===== src/rtl/vmem_fill_ctrl_pkg.sv =====
// Shared types and constants for the vmem rectangle-fill engine.
// Register offsets, FSM encoding, screen geometry and point layout.
package vmem_fill_ctrl_pkg;

  localparam int LCD_W = 240;
  localparam int LCD_H = 240;
  localparam int PIX_W = 3;

  localparam logic [2:0] FILL_REG_CTRL   = 3'd0;
  localparam logic [2:0] FILL_REG_P0     = 3'd1;
  localparam logic [2:0] FILL_REG_P1     = 3'd2;
  localparam logic [2:0] FILL_REG_COLOR  = 3'd3;
  localparam logic [2:0] FILL_REG_STALLS = 3'd4;

  typedef enum logic [1:0] {
    FILL_ST_IDLE  = 2'd0,
    FILL_ST_CHECK = 2'd1,
    FILL_ST_FILL  = 2'd2,
    FILL_ST_DONE  = 2'd3
  } fill_st_e;

  typedef struct packed {
    logic [7:0] y;
    logic [7:0] x;
  } pt_t;

  function automatic logic [31:0] pt_to_reg(pt_t p);
    return {8'h00, p.y, 8'h00, p.x};
  endfunction

endpackage


===== src/rtl/vmem_fill_ctrl_if.sv =====
// Registered vmem write port driven by the fill controller.
// master = controller side, slave = video memory side.
interface vmem_fill_ctrl_if #(
  parameter int COLOR_W = 3
);

  logic               we;
  logic [15:0]        waddr;
  logic [COLOR_W-1:0] wdata;

  modport master (output we, waddr, wdata);
  modport slave  (input  we, waddr, wdata);

endinterface


===== src/rtl/vmem_fill_ctrl_raster_cnt.sv =====
// Raster x/y position counter for the fill engine.
// Loads the top-left corner, steps left-to-right then top-to-bottom.
module vmem_fill_ctrl_raster_cnt
  import vmem_fill_ctrl_pkg::*;
(
  input  logic clk_i,
  input  logic rst_ni,
  input  logic load_i,
  input  logic step_i,
  input  pt_t  p0_i,
  input  pt_t  p1_i,
  output pt_t  pos_o,
  output logic last_o
);

  pt_t pos_q, pos_d;

  always_comb begin
    pos_d = pos_q;
    if (load_i) begin
      pos_d = p0_i;
    end else if (step_i) begin
      if (pos_q.x == p1_i.x) begin
        pos_d.x = p0_i.x;
        pos_d.y = pos_q.y + 8'd1;
      end else begin
        pos_d.x = pos_q.x + 8'd1;
      end
    end
  end

  always_ff @(posedge clk_i or negedge rst_ni) begin
    if (!rst_ni) begin
      pos_q <= '0;
    end else begin
      pos_q <= pos_d;
    end
  end

  assign pos_o  = pos_q;
  assign last_o = (pos_q == p1_i);

endmodule


===== src/rtl/vmem_fill_ctrl.sv =====
// Rectangle-fill engine and vmem write-port arbiter (CPU stores win).
// Optional FILL_STATS_EN adds the STALLS counter at offset 0x10.
module vmem_fill_ctrl
  import vmem_fill_ctrl_pkg::*;
#(
  parameter int WIDTH   = LCD_W,
  parameter int HEIGHT  = LCD_H,
  parameter int COLOR_W = PIX_W
) (
  input  logic               clk_i,
  input  logic               rst_ni,
  input  logic               cfg_we_i,
  input  logic [4:0]         cfg_addr_i,
  input  logic [31:0]        cfg_wdata_i,
  output logic [31:0]        cfg_rdata_o,
  input  logic               cpu_we_i,
  input  logic [15:0]        cpu_waddr_i,
  input  logic [COLOR_W-1:0] cpu_wdata_i,
  vmem_fill_ctrl_if.master   vmem,
  output logic               busy_o,
  output logic               done_o
);

  localparam logic [7:0] LastX = 8'(WIDTH - 1);
  localparam logic [7:0] LastY = 8'(HEIGHT - 1);

  fill_st_e state_q, state_d;

  pt_t p0_q, p0_d;
  pt_t p1_q, p1_d;
  logic [COLOR_W-1:0] color_q, color_d;
  logic err_q, err_d;
  logic done_q, done_d;
  logic [31:0] rdata_q, rdata_d;

  logic               vm_we_q, vm_we_d;
  logic [15:0]        vm_addr_q, vm_addr_d;
  logic [COLOR_W-1:0] vm_data_q, vm_data_d;

  logic [2:0] reg_sel;
  logic ctrl_wr, start_req, abort_req;
  logic busy, bad_rect;
  logic load, grant, done_pulse;
  pt_t  pos;
  logic last;

  assign reg_sel   = cfg_addr_i[4:2];
  assign ctrl_wr   = cfg_we_i && (reg_sel == FILL_REG_CTRL);
  assign start_req = ctrl_wr && cfg_wdata_i[0];
  assign abort_req = ctrl_wr && cfg_wdata_i[1];
  assign busy      = (state_q != FILL_ST_IDLE);

  assign bad_rect = (p0_q.x > p1_q.x) || (p0_q.y > p1_q.y) ||
                    (p1_q.x > LastX)  || (p1_q.y > LastY);

  always_comb begin
    state_d    = state_q;
    err_d      = err_q;
    done_d     = done_q;
    load       = 1'b0;
    grant      = 1'b0;
    done_pulse = 1'b0;
    if (ctrl_wr) begin
      err_d  = 1'b0;
      done_d = 1'b0;
    end
    unique case (state_q)
      FILL_ST_IDLE: begin
        if (start_req && !abort_req) state_d = FILL_ST_CHECK;
      end
      FILL_ST_CHECK: begin
        if (bad_rect) begin
          err_d      = 1'b1;
          done_d     = 1'b1;
          done_pulse = 1'b1;
          state_d    = FILL_ST_IDLE;
        end else begin
          load    = 1'b1;
          state_d = FILL_ST_FILL;
        end
      end
      FILL_ST_FILL: begin
        if (!cpu_we_i) begin
          grant = 1'b1;
          if (last) state_d = FILL_ST_DONE;
        end
      end
      FILL_ST_DONE: begin
        done_d     = 1'b1;
        done_pulse = 1'b1;
        state_d    = FILL_ST_IDLE;
      end
      default: state_d = FILL_ST_IDLE;
    endcase
    // Abort squashes any pending grant, load or completion this cycle.
    if (abort_req && busy) begin
      state_d    = FILL_ST_IDLE;
      grant      = 1'b0;
      load       = 1'b0;
      done_pulse = 1'b0;
      err_d      = 1'b0;
      done_d     = 1'b0;
    end
  end

  always_comb begin
    p0_d    = p0_q;
    p1_d    = p1_q;
    color_d = color_q;
    if (cfg_we_i && !busy) begin
      unique case (1'b1)
        reg_sel == FILL_REG_P0: begin
          p0_d = '{y: cfg_wdata_i[23:16], x: cfg_wdata_i[7:0]};
        end
        reg_sel == FILL_REG_P1: begin
          p1_d = '{y: cfg_wdata_i[23:16], x: cfg_wdata_i[7:0]};
        end
        reg_sel == FILL_REG_COLOR: begin
          color_d = cfg_wdata_i[COLOR_W-1:0];
        end
        default: ;
      endcase
    end
  end

  vmem_fill_ctrl_raster_cnt u_raster (
    .clk_i  (clk_i),
    .rst_ni (rst_ni),
    .load_i (load),
    .step_i (grant),
    .p0_i   (p0_q),
    .p1_i   (p1_q),
    .pos_o  (pos),
    .last_o (last)
  );

  always_comb begin
    vm_we_d   = cpu_we_i || grant;
    vm_addr_d = cpu_we_i ? cpu_waddr_i : {pos.y, pos.x};
    vm_data_d = cpu_we_i ? cpu_wdata_i : color_q;
  end

`ifdef FILL_STATS_EN
  logic [31:0] stalls_q, stalls_d;

  always_comb begin
    stalls_d = stalls_q;
    if (state_q == FILL_ST_IDLE && start_req && !abort_req) begin
      stalls_d = '0;
    end else if (state_q == FILL_ST_FILL && cpu_we_i &&
                 stalls_q != 32'hFFFF_FFFF) begin
      stalls_d = stalls_q + 32'd1;
    end
  end

  always_ff @(posedge clk_i or negedge rst_ni) begin
    if (!rst_ni) stalls_q <= '0;
    else         stalls_q <= stalls_d;
  end
`endif

  always_comb begin
    rdata_d = '0;
    unique case (1'b1)
      reg_sel == FILL_REG_CTRL:  rdata_d = {29'd0, done_q, err_q, busy};
      reg_sel == FILL_REG_P0:    rdata_d = pt_to_reg(p0_q);
      reg_sel == FILL_REG_P1:    rdata_d = pt_to_reg(p1_q);
      reg_sel == FILL_REG_COLOR: rdata_d[COLOR_W-1:0] = color_q;
`ifdef FILL_STATS_EN
      reg_sel == FILL_REG_STALLS: rdata_d = stalls_q;
`endif
      default: rdata_d = '0;
    endcase
  end

  always_ff @(posedge clk_i or negedge rst_ni) begin
    if (!rst_ni) begin
      state_q   <= FILL_ST_IDLE;
      p0_q      <= '0;
      p1_q      <= '0;
      color_q   <= '0;
      err_q     <= 1'b0;
      done_q    <= 1'b0;
      rdata_q   <= '0;
      vm_we_q   <= 1'b0;
      vm_addr_q <= '0;
      vm_data_q <= '0;
    end else begin
      state_q   <= state_d;
      p0_q      <= p0_d;
      p1_q      <= p1_d;
      color_q   <= color_d;
      err_q     <= err_d;
      done_q    <= done_d;
      rdata_q   <= rdata_d;
      vm_we_q   <= vm_we_d;
      vm_addr_q <= vm_addr_d;
      vm_data_q <= vm_data_d;
    end
  end

  logic unused_ok;
  assign unused_ok = ^{cfg_addr_i[1:0], cfg_wdata_i[31:24],
                       cfg_wdata_i[15:8]};

  assign cfg_rdata_o = rdata_q;
  assign vmem.we     = vm_we_q;
  assign vmem.waddr  = vm_addr_q;
  assign vmem.wdata  = vm_data_q;
  assign busy_o      = busy;
  assign done_o      = done_pulse;

endmodule


===== src/flat_wrapper.sv =====
// flat-port wrapper written by rule: the top's interface ports become plain ports
module vmem_fill_ctrl_flat import vmem_fill_ctrl_pkg::*;
#(
  parameter int WIDTH   = LCD_W,
  parameter int HEIGHT  = LCD_H,
  parameter int COLOR_W = PIX_W
)
  (clk_i, rst_ni, cfg_we_i, cfg_addr_i, cfg_wdata_i, cfg_rdata_o, cpu_we_i, cpu_waddr_i, cpu_wdata_i, busy_o, done_o, vmem_we, vmem_waddr, vmem_wdata);
  vmem_fill_ctrl_if #(.COLOR_W(COLOR_W)) vmem_i ();
  input  logic clk_i;
  input  logic rst_ni;
  input  logic cfg_we_i;
  input  logic [4:0] cfg_addr_i;
  input  logic [31:0] cfg_wdata_i;
  output logic [31:0] cfg_rdata_o;
  input  logic cpu_we_i;
  input  logic [15:0] cpu_waddr_i;
  input  logic [COLOR_W-1:0] cpu_wdata_i;
  output logic busy_o;
  output logic done_o;
  output wire logic [$bits(vmem_i.we)-1:0] vmem_we;
  output wire logic [$bits(vmem_i.waddr)-1:0] vmem_waddr;
  output wire logic [$bits(vmem_i.wdata)-1:0] vmem_wdata;
  assign vmem_we = vmem_i.we;
  assign vmem_waddr = vmem_i.waddr;
  assign vmem_wdata = vmem_i.wdata;
  vmem_fill_ctrl #(.WIDTH(WIDTH), .HEIGHT(HEIGHT), .COLOR_W(COLOR_W)) u_core (.clk_i(clk_i), .rst_ni(rst_ni), .cfg_we_i(cfg_we_i), .cfg_addr_i(cfg_addr_i), .cfg_wdata_i(cfg_wdata_i), .cfg_rdata_o(cfg_rdata_o), .cpu_we_i(cpu_we_i), .cpu_waddr_i(cpu_waddr_i), .cpu_wdata_i(cpu_wdata_i), .vmem(vmem_i), .busy_o(busy_o), .done_o(done_o));
endmodule

===== config.mk =====
export PLATFORM = sky130hd
export DESIGN_NAME = vmem_fill_ctrl_flat
export DESIGN_NICKNAME = d
export VERILOG_FILES = /design/src/rtl/vmem_fill_ctrl_pkg.sv /design/src/rtl/vmem_fill_ctrl_if.sv /design/src/rtl/vmem_fill_ctrl_raster_cnt.sv /design/src/rtl/vmem_fill_ctrl.sv /design/src/flat_wrapper.sv
export SDC_FILE = /design/constraint.sdc
export NUM_CORES = 1
export LEC_CHECK = 0
export ABC_CLOCK_PERIOD_IN_PS = 3900
export CAP_MARGIN = 15
export CORE_MARGIN = 1.5
export CORE_UTILIZATION = 45
export DETAILED_ROUTE_END_ITERATION = 8
export GPL_TIMING_DRIVEN = 0
export PLACE_DENSITY = 0.71
export SYNTH_ARGS = -nofsm -noshare
export SYNTH_HDL_FRONTEND = slang
export SYNTH_HIERARCHICAL = 1
export SYNTH_SLANG_ARGS = --single-unit

===== constraint.sdc =====
create_clock -name clk_i -period 3.9 [get_ports clk_i]
set_clock_uncertainty 0.05 [all_clocks]
set_input_delay 0.585 -clock clk_i [delete_from_list [all_inputs] [get_ports clk_i]]
set_output_delay 0.585 -clock clk_i [all_outputs]
set_load 0.01 [all_outputs]

After elaboration in Yosys (flattened, before gate mapping)
Index checks and enable logic that the tools add are counted.

operators by class
  add/sub/neg operators = 2
  magnitude comparators = 4
  equal/unequal tests = 11
  multiplexer cells = 31
  reduce and logical (&&, ||, !) cells = 22

operator list
  cell                                                  count
  two-way mux 16 bit                                    3
  one-hot mux 21 bit (2 select lines)                   1
  adder 8 x 1 -> 8 bit, second input constant           2
  == test 16 bit                                        1
  greater-than comparator 8 bit                         2
  greater-than comparator 8 bit, second input constant  2
  two-way mux 8 bit                                     2
  two-way mux 1 bit                                     15
  one-hot mux 3 bit (4 select lines)                    1
  two-way mux 2 bit                                     5
  == test 8 bit                                         1
  one-hot mux 2 bit (4 select lines)                    1
  AND reduction 2 bit                                   4
  == test 3 x 2 -> 1 bit, second input constant         2
  logical AND 1 bit                                     6
  != test 3 x 1 -> 1 bit, second input constant         2
  nonzero test 2 bit                                    3
  == test 2 bit, second input constant                  2
  logical OR 1 bit                                      4
  one-hot mux 1 bit (2 select lines)                    2
  == test 3 x 1 -> 1 bit, second input constant         1
  logical NOT 3 bit                                     1
  two-way mux 3 bit                                     1
  != test 3 x 2 -> 1 bit, second input constant         1
  other kinds (4)                                       5

storage, ports and cells
  register bits = 99
  bits of input ports = 60
  logic and storage cells = 84

Longest topological paths before layout
Gate-level depths: netlist (run 1).

  depth after elaboration = 9
  gate-level depth with buffers = 12

Hierarchy
The synthesis (run 1) kept the hierarchy.

by module, submodules not included
  module                     times used  cells an instance  area each (µm²)  sequential area each (µm²)
  vmem_fill_ctrl             1           276                3616.0           1876.8
  vmem_fill_ctrl_raster_cnt  1           132                1297.5           400.4

Least setup slack after synthesis (run 1)
No wires, ideal clock.

  kind = register to register
  from = register u_core/p1_q[1] (netlist name)
  to = register u_core.u_raster.pos_q, in the netlist u_core/u_raster/pos_o[12]
  library setup time = 125 ps
  data arrival time = 2556 ps
  setup slack = 1169 ps
  stages on the path, launching flop included = 11
  path buffers = 2
  cells stage by stage = dfrtp_1 -> inv_1 -> ha_1 -> nor2b_1 -> o211ai_1 -> a21oi_1 -> nor3_1 -> and3_1 -> clkbuf_1 -> clkbuf_1 -> mux2_2

between the ends
  cells in the longest elaborated chain, start to end = 9
  elaborated cells between the ends (all ways) = 13
  classes of those cells = order compare (2); eq/ne (1); mux (4); reduce/logical (6)

ends and longest elaborated chain
  element                               line                             source
  start, declared                       vmem_fill_ctrl.sv:30             pt_t p1_q, p1_d;
  start signal, assigned                vmem_fill_ctrl.sv:191            p1_q <= p1_d;
  greater-than comparator 8 bit         vmem_fill_ctrl.sv:53             assign bad_rect = (p0_q.x > p1_q.x) || (p0_q.y > p1_q.y) ||
  logical OR 1 bit                      vmem_fill_ctrl.sv:53
  logical OR 1 bit *                    vmem_fill_ctrl.sv:53
  logical OR 1 bit *                    vmem_fill_ctrl.sv:54             (p1_q.x > LastX) || (p1_q.y > LastY);
  two-way mux 1 bit *                   vmem_fill_ctrl.sv:72             if (bad_rect) begin
  two-way mux 1 bit *                   vmem_fill_ctrl.sv:67             unique case (state_q)
  two-way mux 1 bit *                   vmem_fill_ctrl.sv:96             if (abort_req && busy) begin
  net u_core.load                       vmem_fill_ctrl.sv:43             logic load, grant, done_pulse;
  nonzero test 2 bit (no source line)   --
  AND reduction 2 bit (no source line)  --
  end signal, assigned                  vmem_fill_ctrl_raster_cnt.sv:36  pos_q <= pos_d;
  end, declared                         vmem_fill_ctrl_raster_cnt.sv:16  pt_t pos_q, pos_d;

The timed path passes the listed nets; every way through them passes the cells marked *.
A chain may end at the register's enable or synchronous reset.

Worst setup path in the final report (run 1)
Same ends and word-level chain as after synthesis.

==> key figures, run 1 <==
Layout
  • Diode count: 0
  • Layout cells sized above 1: 22.5%
  • Commonest non-fill, non-tap cell in the layout: dfrtp_1
  • P&R area growth vs syn: 24.8%
  • Final #Nets: 590
  • Most frequent cells in the layout: dfrtp_1, clkdlybuf4s50_1, mux2_2
  • Cell area after layout: 6130 um2

Die
  • Core box area: 10,500 um2
  • Site Rows: 37
  • Die area: 11,600 um2
  • Die height: 107 um
  • Die Span X: 107 um
  • Initial Utilization: 47.0%
  • IO Pins: 114

Power
  • Pwr Density: 549 nW/um2
  • Total power: 3.37 mW
  • Cell leakage power: 2.75 nW
  • VDD IR-drop max: 0.215 mV

Clock tree
  • Htree depth: 3
  • CTS sink cnt: 91
  • Clock Path Buffers: 2
  • Cts repair resizes: 0
  • Clock Pin Slew Worst Setup and Hold Paths: 0.08 ns
  • Clock buffer count from CTS: 9
  • Postcts setup bufs: 0
  • Clock tree from TritonCTS: done
  • Clk Latency, worst-skew pair: 0.37 ns
  • Root buffer cell: clkbuf_8
  • Cts-stage hold buffer count: 0

Yosys
  • Synth Warn #: 6
  • Post-Syn Area per Cell: 12.0 um2
  • Cell area after synthesis: 4910 um2
  • Post-synthesis cell type count: 65
  • Top_reg_cell synth: dfrtp_1
  • Cells after Synth: 408
  • Post-synth EDFFs: 0
  • Sequential fraction of the synthesis area: 46.3%
  • Yosys reg bits: 91
  • Asr flop ratio synth: 100%

Critical path
  • Critical path launch point type: register
  • Most frequent CP cell: clkbuf_1
  • CP max FO: 10
  • Crit-path cells: inv_1 > ha_1 > nor2b_1 > o211ai_1 > a21oi_1 > nor3_1 > and3_1 > clkbuf_1 > clkbuf_1 > mux2_2
  • Max incr delay on CP: 0.47 ns
  • Setup Crit Path Kind: register to register
  • Crit. End Element: register
  • CP required: 4.10 ns
  • WP data arrival: 3.56 ns
  • Slowest CP cell: dfrtp_1

Drt
  • Residual DRC count: 0
  • Total wire length: 11,000 um
  • Routed wire per std cell: 16.9 um
  • Routed Antenna Nets: 0
  • Initial DRC count: 146
  • Via density: 5.36
  • Routed via count: 3,490
  • Router iterations before antenna repair: 5

Global routing
  • GRT Total Usage: 20.6%
  • Pin count of the biggest net entering global routing: 49
  • First-pass GRT wire length: 18,000 um
  • Vias in the first global route: 3,469
  • Initial antenna violation count: 0
  • Grt ovf: 0

Placed design
  • GP Congestion: 0.888
  • Input/output buffers: 77
  • DP Wirelength: 8200 um
  • Placement Cell Area: 5940 um2

Flow run
  • Max cap viols: 0

STA
  • RSZ-0062 raised after global routing: no
  • Final hold violations: 0
  • Worst hold slack: 0.174 ns
  • Tmin final: 3.36 ns
  • Relative slew margins: 56.5%
  • Worst Tran Pin Value: 0.653 ns
  • Max frequency: 298 MHz
  • Slew Limit Fails: 0
  • Part of the cycle the worst path needs: 86.1%
  • Final setup viols: 0

Outcome
  • Status: finished clean

Worst hold path
  • Worst hold path class: input port to asynchronous set/reset pin
worst max-delay path: cells and delay by family, from the launching register on:
| family | cells | cell delay (ns) |
|---|---|---|
| adder cells (fa/ha/maj) | 1 | 0.29 |
| multiplexers | 1 | 0.39 |
| flip-flops | 1 | 0.47 |
| AND/OR/NAND/NOR | 3 | 0.93 |
| buffers and inverters | 3 | 0.88 |
| AO/OA/AOI/OAI | 2 | 0.24 |
area by class of cell:
cell class	instances	area (um2)
Clock inverter	3	65.1
Buffer	31	203
Inverter	21	78.8
Sequential cell	91	2280
Fill cell	916	4330
Timing Repair Buffer	78	796
Multi-Input combinational cell	280	2410
Clock buffer	11	131
Tap cell	136	170
routing by layer:
layer	track usage, %	up-vias	routed length, um
met2	32.2	110	5160
met4	7.61	0	206
met3	4.00	18	587
met1	28.6	1727	5050
met5	0	-	0
li1	-	1635	-
logic make-up after synthesis:
logic type	synth area share, %
mux	16.3
flops	46.3
simple gates	14.2
fa+ha+maj	4.58
other cells	0.0763
xor+xnor	5.25
buf+inv	5.73
compound gates	7.54
cell usage after synthesis, types with 4 or more instances:
cell      count  area [um2]
a22oi_1      15         113
nand3_1       8        40.0
nand4_1       9        56.3
o21ai_1       6        30.0
xnor2_1      16         140
buf_4        16         120
nor2b_1       6        37.5
mux2_4       21         315
and3_1        7        43.8
nand2_1      17        63.8
mux2_2       36         405
inv_1        21        78.8
o21ai_0       4        20.0
nand2b_1      4        25.0
nor3_1        9        45.0
clkbuf_1      7        26.3
dfrtp_1      91        2280
xnor2_2       5        81.3
a21oi_1       8        40.0
ha_1         18         225
nor2_1       23        86.3
through the flow:
| stage | cells | TNS, ns | util (%) | worst slack, ns |
|---|---|---|---|---|
| after CTS | 651 | 0 | 58.6 | 0.531 |
| after global routing | 651 | 0 | 58.6 | 0.285 |
| after floorplan | 423 | 0 | - | 1.17 |
| final | 651 | 0 | 58.6 | 0.541 |
| after detailed placement | 637 | 0 | 56.7 | 0.550 |
| after global placement | 636 | -94.41 | 56.5 | -1.04 |
report_power, final:
group / switching, mW / leakage (nW) / internal (mW) / total [mW]
Combinational: 0.513 / 1.52 / 0.685 / 1.20
Clock: 0.314 / 0.0992 / 0.354 / 0.668
Sequential: 0.316 / 1.13 / 1.19 / 1.50
final timing paths:
kind                                   startpoint                   endpoint  slack, ns  depth (start not counted)
worst max-delay path               u_core/p1_q[1]  u_core/u_raster/pos_o[12]       0.54                         10
worst max register to register     u_core/p1_q[1]  u_core/u_raster/pos_o[12]       0.54                         10
max in group asynchronous                  rst_ni             u_core/p0_q[1]       3.00                          2
min in group clk_i              u_core/state_q[0]          u_core/state_q[0]       0.47                          1
worst min register to register  u_core/state_q[0]          u_core/state_q[0]       0.47                          1
worst min-delay path                       rst_ni      u_core/vmem.waddr[12]       0.17                          1
sequential cells by signal, indices dropped and copies added (netlist names):
| signal | cells |
|---|---|
| u_core/done_q | 1 |
| u_core/u_raster/pos_o | 16 |
| u_core/cfg_rdata_o | 16 |
| u_core/p0_q | 16 |
| u_core/vmem.waddr | 16 |
| u_core/p1_q | 16 |
| u_core/vmem.wdata | 3 |
| u_core/state_q | 2 |
| u_core/vmem.we | 1 |
| u_core/err_q | 1 |
| u_core/color_q | 3 |
No activity file was read; power rests on OpenSTA's default activity.
==> run 2, diff against run 1 <==
--- a/config.mk
+++ b/config.mk
@@ -11,6 +11,7 @@
 export CORE_UTILIZATION = 45
 export DETAILED_ROUTE_END_ITERATION = 8
 export GPL_TIMING_DRIVEN = 0
+export HOLD_SLACK_MARGIN = 0.12
 export PLACE_DENSITY = 0.71
 export SYNTH_ARGS = -nofsm -noshare
 export SYNTH_HDL_FRONTEND = slang
==> results of run 2 <==
The final DEF is identical to that of run 1; final timing and power are the same.
